[config.mk]
export PLATFORM = sky130hd
export DESIGN_NAME = mmix_operand_fetch_flat
export DESIGN_NICKNAME = d
export VERILOG_FILES = /design/src/rtl/mmix_operand_fetch_if.sv /design/src/rtl/mmix_operand_fetch.sv /design/src/flat_wrapper.sv
export SDC_FILE = /design/constraint.sdc
export NUM_CORES = 1
export LEC_CHECK = 0
export CORE_MARGIN = 5
export CORE_UTILIZATION = 45
export CTS_BUF_LIST = sky130_fd_sc_hd__clkbuf_8
export DETAILED_ROUTE_END_ITERATION = 10
export HOLD_SLACK_MARGIN = 0.02
export PLACE_DENSITY_LB_ADDON = 0.2
export REMOVE_ABC_BUFFERS = 1
export SYNTH_ARGS = -nofsm -noshare
export SYNTH_HDL_FRONTEND = slang
export SYNTH_SLANG_ARGS = --single-unit
[constraint.sdc]
create_clock -name i_clk -period 2.6 [get_ports i_clk]
set_input_delay 0.52 -clock i_clk [delete_from_list [all_inputs] [get_ports i_clk]]
set_output_delay 0.52 -clock i_clk [all_outputs]
set_load 0.01 [all_outputs]
[src/rtl/mmix_operand_fetch_if.sv]
// Operand-fetch bus: upstream instruction fields, register-file read port,
// al_unit writeback snoop and operand outputs.
interface mmix_operand_fetch_if #(
  parameter int unsigned DATA_W  = 64,
  parameter int unsigned RADDR_W = 8
);
  logic               start;
  logic [7:0]         y_field;
  logic [7:0]         z_field;
  logic               y_imm;
  logic               z_imm;
  logic               wyde_imm;
  logic               ready;
  logic               rf_re;
  logic [RADDR_W-1:0] rf_ra;
  logic [DATA_W-1:0]  rf_rd;
  logic               wb_we;
  logic [RADDR_W-1:0] wb_wa;
  logic [DATA_W-1:0]  wb_wd;
  logic               release_op;
  logic [DATA_W-1:0]  y;
  logic [DATA_W-1:0]  z;
  logic               y_valid;
  logic               z_valid;

  modport master (
    output start, y_field, z_field, y_imm, z_imm, wyde_imm, rf_rd,
           wb_we, wb_wa, wb_wd, release_op,
    input  ready, rf_re, rf_ra, y, z, y_valid, z_valid
  );

  modport slave (
    input  start, y_field, z_field, y_imm, z_imm, wyde_imm, rf_rd,
           wb_we, wb_wa, wb_wd, release_op,
    output ready, rf_re, rf_ra, y, z, y_valid, z_valid
  );
endinterface

[src/rtl/mmix_operand_fetch.sv]
// Operand-fetch stage feeding al_unit: reads Y/Z from a sync-read register file or
// forms immediates, snoops writeback for forwarding, and holds operands until released.
module mmix_operand_fetch #(
  parameter int unsigned DATA_W  = 64,
  parameter int unsigned RADDR_W = 8
) (
  input logic                 i_clk,
  input logic                 i_reset_n,
  mmix_operand_fetch_if.slave bus
);

  typedef enum logic [2:0] {StIdle, StRdY, StRdZ, StCapZ, StHold} state_e;

  state_e             r_state;
  logic [7:0]         r_y_q;
  logic [7:0]         r_z_q;
  logic               r_z_imm_q;
  logic [DATA_W-1:0]  r_y;
  logic [DATA_W-1:0]  r_z;
  logic               r_y_valid;
  logic               r_z_valid;
  logic               r_y_fwd_vld;
  logic               r_z_fwd_vld;
  logic [DATA_W-1:0]  r_y_fwd;
  logic [DATA_W-1:0]  r_z_fwd;

  logic               w_y_hit;
  logic               w_z_hit;
  logic [DATA_W-1:0]  w_y_cap;
  logic [DATA_W-1:0]  w_z_cap;

  assign w_y_hit = bus.wb_we && (bus.wb_wa == RADDR_W'(r_y_q));
  assign w_z_hit = bus.wb_we && (bus.wb_wa == RADDR_W'(r_z_q));

  // A write in the capture cycle is newer than anything seen at read issue.
  assign w_y_cap = w_y_hit ? bus.wb_wd : (r_y_fwd_vld ? r_y_fwd : bus.rf_rd);
  assign w_z_cap = w_z_hit ? bus.wb_wd : (r_z_fwd_vld ? r_z_fwd : bus.rf_rd);

  assign bus.ready   = (r_state == StIdle);
  assign bus.rf_re   = (r_state == StRdY) || ((r_state == StRdZ) && !r_z_imm_q);
  assign bus.rf_ra   = (r_state == StRdY) ? RADDR_W'(r_y_q) : RADDR_W'(r_z_q);
  assign bus.y       = r_y;
  assign bus.z       = r_z;
  assign bus.y_valid = r_y_valid;
  assign bus.z_valid = r_z_valid;

  always_ff @(posedge i_clk) begin
    if (!i_reset_n) begin
      r_state     <= StIdle;
      r_y_q       <= '0;
      r_z_q       <= '0;
      r_z_imm_q   <= 1'b0;
      r_y         <= '0;
      r_z         <= '0;
      r_y_valid   <= 1'b0;
      r_z_valid   <= 1'b0;
      r_y_fwd_vld <= 1'b0;
      r_z_fwd_vld <= 1'b0;
      r_y_fwd     <= '0;
      r_z_fwd     <= '0;
    end else begin
      unique case (r_state)
        StIdle: begin
          if (bus.start) begin
            r_y_q       <= bus.y_field;
            r_z_q       <= bus.z_field;
            r_z_imm_q   <= bus.z_imm;
            r_y_fwd_vld <= 1'b0;
            r_z_fwd_vld <= 1'b0;
            if (bus.wyde_imm) begin
              r_y       <= '0;
              r_z       <= {{(DATA_W-16){1'b0}}, bus.y_field, bus.z_field};
              r_y_valid <= 1'b1;
              r_z_valid <= 1'b1;
              r_state   <= StHold;
            end else if (bus.y_imm && bus.z_imm) begin
              r_y       <= {{(DATA_W-8){1'b0}}, bus.y_field};
              r_z       <= {{(DATA_W-8){1'b0}}, bus.z_field};
              r_y_valid <= 1'b1;
              r_z_valid <= 1'b1;
              r_state   <= StHold;
            end else if (bus.y_imm) begin
              r_y       <= {{(DATA_W-8){1'b0}}, bus.y_field};
              r_y_valid <= 1'b1;
              r_state   <= StRdZ;
            end else begin
              r_state   <= StRdY;
            end
          end
        end
        StRdY: begin
          if (w_y_hit) begin
            r_y_fwd     <= bus.wb_wd;
            r_y_fwd_vld <= 1'b1;
          end
          r_state <= StRdZ;
        end
        StRdZ: begin
          if (!r_y_valid) begin
            r_y       <= w_y_cap;
            r_y_valid <= 1'b1;
          end
          if (r_z_imm_q) begin
            r_z       <= {{(DATA_W-8){1'b0}}, r_z_q};
            r_z_valid <= 1'b1;
            r_state   <= StHold;
          end else begin
            if (w_z_hit) begin
              r_z_fwd     <= bus.wb_wd;
              r_z_fwd_vld <= 1'b1;
            end
            r_state <= StCapZ;
          end
        end
        StCapZ: begin
          r_z       <= w_z_cap;
          r_z_valid <= 1'b1;
          r_state   <= StHold;
        end
        StHold: begin
          if (bus.release_op) begin
            r_y_valid <= 1'b0;
            r_z_valid <= 1'b0;
            r_state   <= StIdle;
          end
        end
        default: r_state <= StIdle;
      endcase
    end
  end

endmodule

[src/flat_wrapper.sv]
// flat-port wrapper written by rule: the top's interface ports become plain ports
module mmix_operand_fetch_flat 
#(
  parameter int unsigned DATA_W  = 64,
  parameter int unsigned RADDR_W = 8
)
  (i_clk, i_reset_n, bus_start, bus_y_field, bus_z_field, bus_y_imm, bus_z_imm, bus_wyde_imm, bus_rf_rd, bus_wb_we, bus_wb_wa, bus_wb_wd, bus_release_op, bus_ready, bus_rf_re, bus_rf_ra, bus_y, bus_z, bus_y_valid, bus_z_valid);
  mmix_operand_fetch_if #(.DATA_W(DATA_W), .RADDR_W(RADDR_W)) bus_i ();
  input logic i_clk;
  input logic i_reset_n;
  input wire logic [$bits(bus_i.start)-1:0] bus_start;
  input wire logic [$bits(bus_i.y_field)-1:0] bus_y_field;
  input wire logic [$bits(bus_i.z_field)-1:0] bus_z_field;
  input wire logic [$bits(bus_i.y_imm)-1:0] bus_y_imm;
  input wire logic [$bits(bus_i.z_imm)-1:0] bus_z_imm;
  input wire logic [$bits(bus_i.wyde_imm)-1:0] bus_wyde_imm;
  input wire logic [$bits(bus_i.rf_rd)-1:0] bus_rf_rd;
  input wire logic [$bits(bus_i.wb_we)-1:0] bus_wb_we;
  input wire logic [$bits(bus_i.wb_wa)-1:0] bus_wb_wa;
  input wire logic [$bits(bus_i.wb_wd)-1:0] bus_wb_wd;
  input wire logic [$bits(bus_i.release_op)-1:0] bus_release_op;
  output wire logic [$bits(bus_i.ready)-1:0] bus_ready;
  output wire logic [$bits(bus_i.rf_re)-1:0] bus_rf_re;
  output wire logic [$bits(bus_i.rf_ra)-1:0] bus_rf_ra;
  output wire logic [$bits(bus_i.y)-1:0] bus_y;
  output wire logic [$bits(bus_i.z)-1:0] bus_z;
  output wire logic [$bits(bus_i.y_valid)-1:0] bus_y_valid;
  output wire logic [$bits(bus_i.z_valid)-1:0] bus_z_valid;
  assign bus_i.start = bus_start;
  assign bus_i.y_field = bus_y_field;
  assign bus_i.z_field = bus_z_field;
  assign bus_i.y_imm = bus_y_imm;
  assign bus_i.z_imm = bus_z_imm;
  assign bus_i.wyde_imm = bus_wyde_imm;
  assign bus_i.rf_rd = bus_rf_rd;
  assign bus_i.wb_we = bus_wb_we;
  assign bus_i.wb_wa = bus_wb_wa;
  assign bus_i.wb_wd = bus_wb_wd;
  assign bus_i.release_op = bus_release_op;
  assign bus_ready = bus_i.ready;
  assign bus_rf_re = bus_i.rf_re;
  assign bus_rf_ra = bus_i.rf_ra;
  assign bus_y = bus_i.y;
  assign bus_z = bus_i.z;
  assign bus_y_valid = bus_i.y_valid;
  assign bus_z_valid = bus_i.z_valid;
  mmix_operand_fetch #(.DATA_W(DATA_W), .RADDR_W(RADDR_W)) u_core (.i_clk(i_clk), .i_reset_n(i_reset_n), .bus(bus_i));
endmodule
After elaboration in Yosys (flattened, before gate mapping)
Index checks and enable logic that the tools add are counted.
Word-level totals
  flip-flop bits (word level): 280
  input port bits: 160
  output and inout bits: 140
  word-level logic and storage cells: 90
Operators by class
  equal/unequal tests: 15
  mux-type cells: 40
  bitwise logic cells: 1
  reduce and logical (&&, ||, !) cells: 22
Operator list (count)
  $mux 64: 13
  $pmux 64 s3: 1
  $pmux 64 s2: 1
  $eq 8x8->1: 2
  $reduce_and 4->1: 4
  $mux 3: 5
  $pmux 3 s5: 1
  $mux 1: 13
  $mux 8: 1
  $ne 2x2->1 const B: 4
  $eq 3x2->1 const B: 2
  $ne 2x1->1 const B: 3
  $reduce_and 2->1: 3
  $reduce_and 3->1: 2
  $reduce_bool 3->1: 2
  $reduce_and 5->1: 1
  $logic_and 1x1->1: 4
  $ne 4x3->1 const B: 1
  $pmux 1 s2: 2
  $pmux 1 s4: 1
  $reduce_bool 2->1: 2
  $reduce_bool 4->1: 1
  $eq 3x1->1 const B: 1
  $eq 3x3->1 const B: 1
  other kinds (7): 7

Logic depth before layout (Yosys ltp)
  depth after elaboration: 5
  gate-level depth with buffers: 10

Worst setup path before layout
No wires, ideal clock.
  path type: reg2reg
  start point: reg u_core.r_state[1]
  end point: reg u_core.r_z_fwd[57]
  setup time: 0.119 ns
  arrival time: 2.191 ns
  required time: 2.481 ns
  path slack: 0.290 ns
  stages on the path, launching flop included: 11
  clock period less this slack: 2.310 ns
  cell sequence: dfxtp_1 > buf_4 > or3b_1 > buf_6 > or2_1 > or4_4 > buf_6 > buf_6 > buf_6 > nand3_2 > o21ai_1
Between the ends
  word-level cells in the longest chain between the ends: 2
Ends and longest elaborated chain
  start: declaration: RTL line mmix_operand_fetch.sv:14  | state_e r_state;
  start signal: assignment: RTL line mmix_operand_fetch.sv:49  | r_state <= StIdle;
  start signal: assignment: RTL line mmix_operand_fetch.sv:75  | r_state <= StHold;
  start signal: assignment: RTL line mmix_operand_fetch.sv:81  | r_state <= StHold;
  $eq 3x2->1: RTL line mmix_operand_fetch.sv:62  | unique case (r_state)
  $reduce_and 3->1 (no source line)
  end signal: assignment: RTL line mmix_operand_fetch.sv:109  | r_z_fwd <= bus.wb_wd;
  end: declaration: RTL line mmix_operand_fetch.sv:25  | logic [DATA_W-1:0] r_z_fwd;
No other way between the ends.
A chain may end at the register's enable or synchronous reset.

Final worst setup path
  start point: reg u_core.r_state[0]
  end point: out bus_rf_ra[7]
Between the ends
  word-level cells in the longest chain between the ends: 2
Ends and longest elaborated chain
  $eq 3x1->1: RTL line mmix_operand_fetch.sv:41  | assign bus.rf_ra = (r_state == StRdY) ? RADDR_W'(r_y_q) : RADDR_W'(r_z_q);
  $mux 8: RTL line mmix_operand_fetch.sv:41
  end: declaration: RTL line flat_wrapper.sv:24  | output wire logic [$bits(bus_i.rf_ra)-1:0] bus_rf_ra;
No other way between the ends.

==> Flow_metrics.wiki <==
{| class="wikitable"
! Metric !! Value
|-
| Run status || finished, final reports clean
|-
| Highest net fanout along the worst path || 5
|-
| Warning count from the yosys run || 0
|-
| Crit path launch type || flip-flop
|-
| Number of global-route vias before repair || around 12000
|-
| Worst setup endpoint || bus_rf_ra[7]
|-
| Share of power burned in the clock network || 41.0%
|-
| Number of placed instances with taps included || ~1900
|-
| Worst slew margin relative to its limit || approximately 46%
|-
| Count of distinct cell types in the synthesized netlist || 50
|-
| CTS tree || yes
|-
| Crit. Startpoint || u_core.r_state[0]$_SDFFE_PN0P_
|-
| Total number of vias || about 11000
|-
| Register-to-register setup slack || between 0.2 and 0.3 ns
|-
| Row cnt || just over 60
|-
| Routability cong. || between 0.9 and 1
|-
| Area inside the core boundary || ~29000 sq um
|-
| Sequential share of power || between 40% and 50%
|-
| Transition time at the pin with the least slew margin || 0.8124 ns
|-
| Number of antenna violations at the first check in global routing || 3
|-
| Cell type with the highest aggregate area in the netlist || dfxtp_1
|-
| Pre-CTS setup slack || -0.02349 ns
|-
| Clock transition time at the flip-flop clock pins of the worst setup and hold paths || about 0.07 ns
|-
| Skew-Pair Late Insertion Delay || ~0.56 ns
|-
| Maximum buffer depth of the clock tree || 3
|-
| Fraction of synthesis flops using an asynchronous set or reset pin || 0%
|-
| Final period util || 97.50%
|-
| Post-synthesis cell area || 12960 sq um
|-
| Highest attainable clock frequency || about 0.39 GHz
|-
| Most frequently used flop master after synthesis || dfxtp_1
|-
| Final critical delay including setup and external delays || 2.535 ns
|-
| Hold Startpoint || u_core.r_z_fwd[59]$_SDFFE_PN0P_
|-
| Number of antenna cells inserted || 0
|-
| Most instantiated cells after synthesis || dfxtp_1, mux2i_1, nand2_1
|-
| Wire length per cell after detailed routing || between 20 and 25 microns
|-
| Post-synthesis sequential area ratio || between 40% and 50%
|-
| Vertical extent of the die || 179.7 microns
|-
| Fraction of power spent switching nets || about 26%
|-
| Hold Path Class || flip-flop to flip-flop
|-
| Area share of the largest cell type after synthesis || 43.25%
|-
| Reg-to-reg endpoint || u_core.r_z_fwd[56]$_SDFFE_PN0P_
|-
| Capturing element type of the critical path || output port
|-
| Worst IR Drop VDD || about 350 uV
|-
| Total Die Area || around 32000 sq um
|-
| CTS Root Buffer Type || clkbuf_8
|-
| Hold_buf cts || 0
|-
| Number of synthesized flops with an enable pin || 0
|-
| Overall power || approximately 9.7 mW
|-
| Number of register bits inferred by synthesis || 280
|-
| Power density over the cells || approximately 550 nW/um^2
|-
| Clock Skew || about 0.022 ns
|-
| Number of endpoints with negative hold slack in the final report || 0
|-
| Power spent charging and discharging nets || roughly 2.5 mW
|-
| WP data required || 2.08 ns
|-
| Internal Pwr Total || 7.197 mW
|-
| Die span in x || about 180 microns
|-
| Critical path class || flip-flop to output port
|-
| Number of sinks handled by clock tree synthesis || 280
|-
| Net count of the finished layout || around 1800
|-
| Number of buffer cells added on primary ports || about 300
|-
| DRC || 0
|-
| Worst R2R Path Depth || 7
|-
| Most common cell in the synthesized netlist || dfxtp_1
|-
| CTS Buf Count || 47
|-
| TritonRoute pass-1 iters || 7
|-
| Crit Reg-Reg Startpoint || u_core.r_state[0]$_SDFFE_PN0P_
|-
| Hpwl dp || between 20000 and 30000 microns
|-
| TNS Setup || 0 ns
|-
| Syn-to-layout area delta || 35.75%
|-
| Number of non-filler instances in the completed layout || approximately 2000
|-
| # H-tree levels || 2
|-
| Largest cells by area after synthesis || dfxtp_1, mux2i_1, mux2_2, o2bb2ai_1, nand2_1
|-
| Syn Inst Count || around 1300
|-
| Wirelength, routed || between 40000 and 50000 microns
|-
| GRT Overall Usage || around 24%
|-
| Unrepaired setup endpoints after global routing || true
|-
| Final worst-path setup slack || 0.06510 ns
|-
| Critical path data arrival time || 2.01 ns
|-
| Maximum number of pins on one net before global-route repair || 74
|-
| Max Cap Viol || 0
|-
| Boundary pin count || 300
|-
| Fraction of layout cells with a size suffix above 1 || between 15 and 20%
|-
| Final antenna-violating net count || 0
|-
| Final setup viols || 0
|-
| Global-route wire length before repair || between 60000 and 70000 microns
|-
| Count of routing violations after the opening detailed-route iteration || 668
|-
| Leakage power total || approximately 7.4 nW
|-
| Total overflow reported by the global router || 0
|-
| Count of final max-slew check failures || 0
|-
| Worst hold margin || roughly 0.45 ns
|-
| Initial standard-cell utilization of the core || between 40% and 50%
|-
| Avg Synthesized Cell Area || a little under 10 sq um
|-
| Worst hold path depth || 2
|-
| Part of the total power dissipated in combinational logic || about an eighth
|-
| Via-per-instance ratio || 5.556
|}
-- cell type report --
| type | instances | area, sq um |
|---|---|---|
| clock buffer | 60 | 825.8 |
| timing repair buffer | 355 | 3625 |
| tap | 384 | 480.5 |
| fill | 2460 | 10950 |
| inverter | 5 | 18.77 |
| clock inverter | 26 | 142.6 |
| multi-input combinational | 920 | 6880 |
| sequential | 280 | 5622 |
-- stage by stage --
stage / util (%) / cell area (sq um)
after floorplan: - / 12440
after global routing: 61.63 / 17590
final: 61.63 / 17590
after CTS: 61.54 / 17570
after detailed placement: 57.95 / 16540
after global placement: 57.95 / 16540
-- worst min path at each step --
stage                                           end  slack, ns
floorplan           u_core.r_z_fwd[57]$_SDFFE_PN0P_       0.43
global placement     u_core.r_y_fwd[9]$_SDFFE_PN0P_       0.44
detailed placement    u_core.bus.y[38]$_SDFFE_PN0P_       0.45
CTS                 u_core.r_y_fwd_vld$_SDFFE_PN0P_       0.43
global route        u_core.r_y_fwd_vld$_SDFFE_PN0P_       0.46
finish              u_core.r_z_fwd[59]$_SDFFE_PN0P_       0.45
-- state kept, by name, summed over array words and instances, names as in the netlist --
| signal | flops |
|---|---|
| u_core.bus.z | 64 |
| u_core.r_y_q | 8 |
| u_core.r_z_imm_q | 1 |
| u_core.r_y_fwd_vld | 1 |
| u_core.r_y_fwd | 64 |
| u_core.r_z_fwd | 64 |
| u_core.bus.z_valid | 1 |
| u_core.r_state | 3 |
| u_core.r_z_q | 8 |
| u_core.bus.y | 64 |
| u_core.r_z_fwd_vld | 1 |
| u_core.bus.y_valid | 1 |
-- power groups by stage --
stage | sequential, mW | clock (mW) | combinational (mW)
2_1_floorplan | 4.55 | 0 | 0.462
3_3_place_gp | 4.55 | 0 | 1.24
3_5_place_dp | 4.54 | 0 | 1.25
4_1_cts | 4.45 | 4.06 | 1.25
5_1_grt | 4.46 | 4.29 | 1.36
6_report | 4.46 | 3.98 | 1.26
-- layout by cell type (no fill, tap or decap), types with 3 or more instances in the layout --
cell type | synthesis | final
o21ai_0 | 88 | 88
a21oi_1 | 28 | 28
a41oi_1 | 8 | 8
buf_4 | 1 | 38
o21ai_2 | 5 | 5
mux2i_1 | 177 | 177
mux2_2 | 128 | 128
o31ai_1 | 8 | 8
clkdlybuf4s15_1 | 0 | 3
clkinv_2 | 0 | 9
a31oi_1 | 17 | 17
nor3b_1 | 9 | 9
o2bb2ai_1 | 104 | 104
nand3_1 | 69 | 68
o21ai_1 | 5 | 5
clkbuf_8 | 0 | 60
nand3_2 | 5 | 5
xnor2_1 | 8 | 8
nand2b_1 | 4 | 3
dfxtp_4 | 0 | 4
nor2_1 | 7 | 7
dfxtp_1 | 280 | 275
nor2b_1 | 4 | 3
clkdlybuf4s50_1 | 0 | 288
a21boi_0 | 18 | 18
dlygate4sd2_1 | 0 | 4
nor3_1 | 14 | 13
o211ai_1 | 8 | 8
a32oi_1 | 8 | 8
nand2_1 | 170 | 168
inv_1 | 5 | 19
buf_12 | 0 | 17
xor2_1 | 5 | 5
-- metal layers --
layer,up-vias,part of all wire (%),GRT usage (%)
met4,6,2.4,6.553
met5,-,0.097,0
li1,5427,-,-
met1,5367,45,32.76
met2,402,44,38.50
met3,76,7.8,7.478
-- critical path, cell delays in order, from the launching register on --
cell and delay, ns:
dfxtp_4 0.35, inv_2 0.05, nor3_4 0.21, buf_4 0.14, buf_4 0.14, mux2_2 0.34
clkdlybuf4s15_1 0.23
-- logic make-up (layout without fill, tap and decap cells) --
group                  after synthesis  after routing  synth area share, %
flip-flops                         280            280                43.25
AND/OR/NAND/NOR                    297            297                10.45
buffers and inverters              127            446                4.190
AO/OA/AOI/OAI                      305            305                16.44
multiplexers                       305            305                24.79
XOR/XNOR                            13             13               0.8785
-- repair_timing --
item,CTS,global route
pin swaps,1,1
gates resized for setup,22,9
hold endpoints to repair,0,0
endpoints found under the setup margin,9,3
cloned,1,0
setup buffers,4,2
Power figures use the tool's default switching activity.
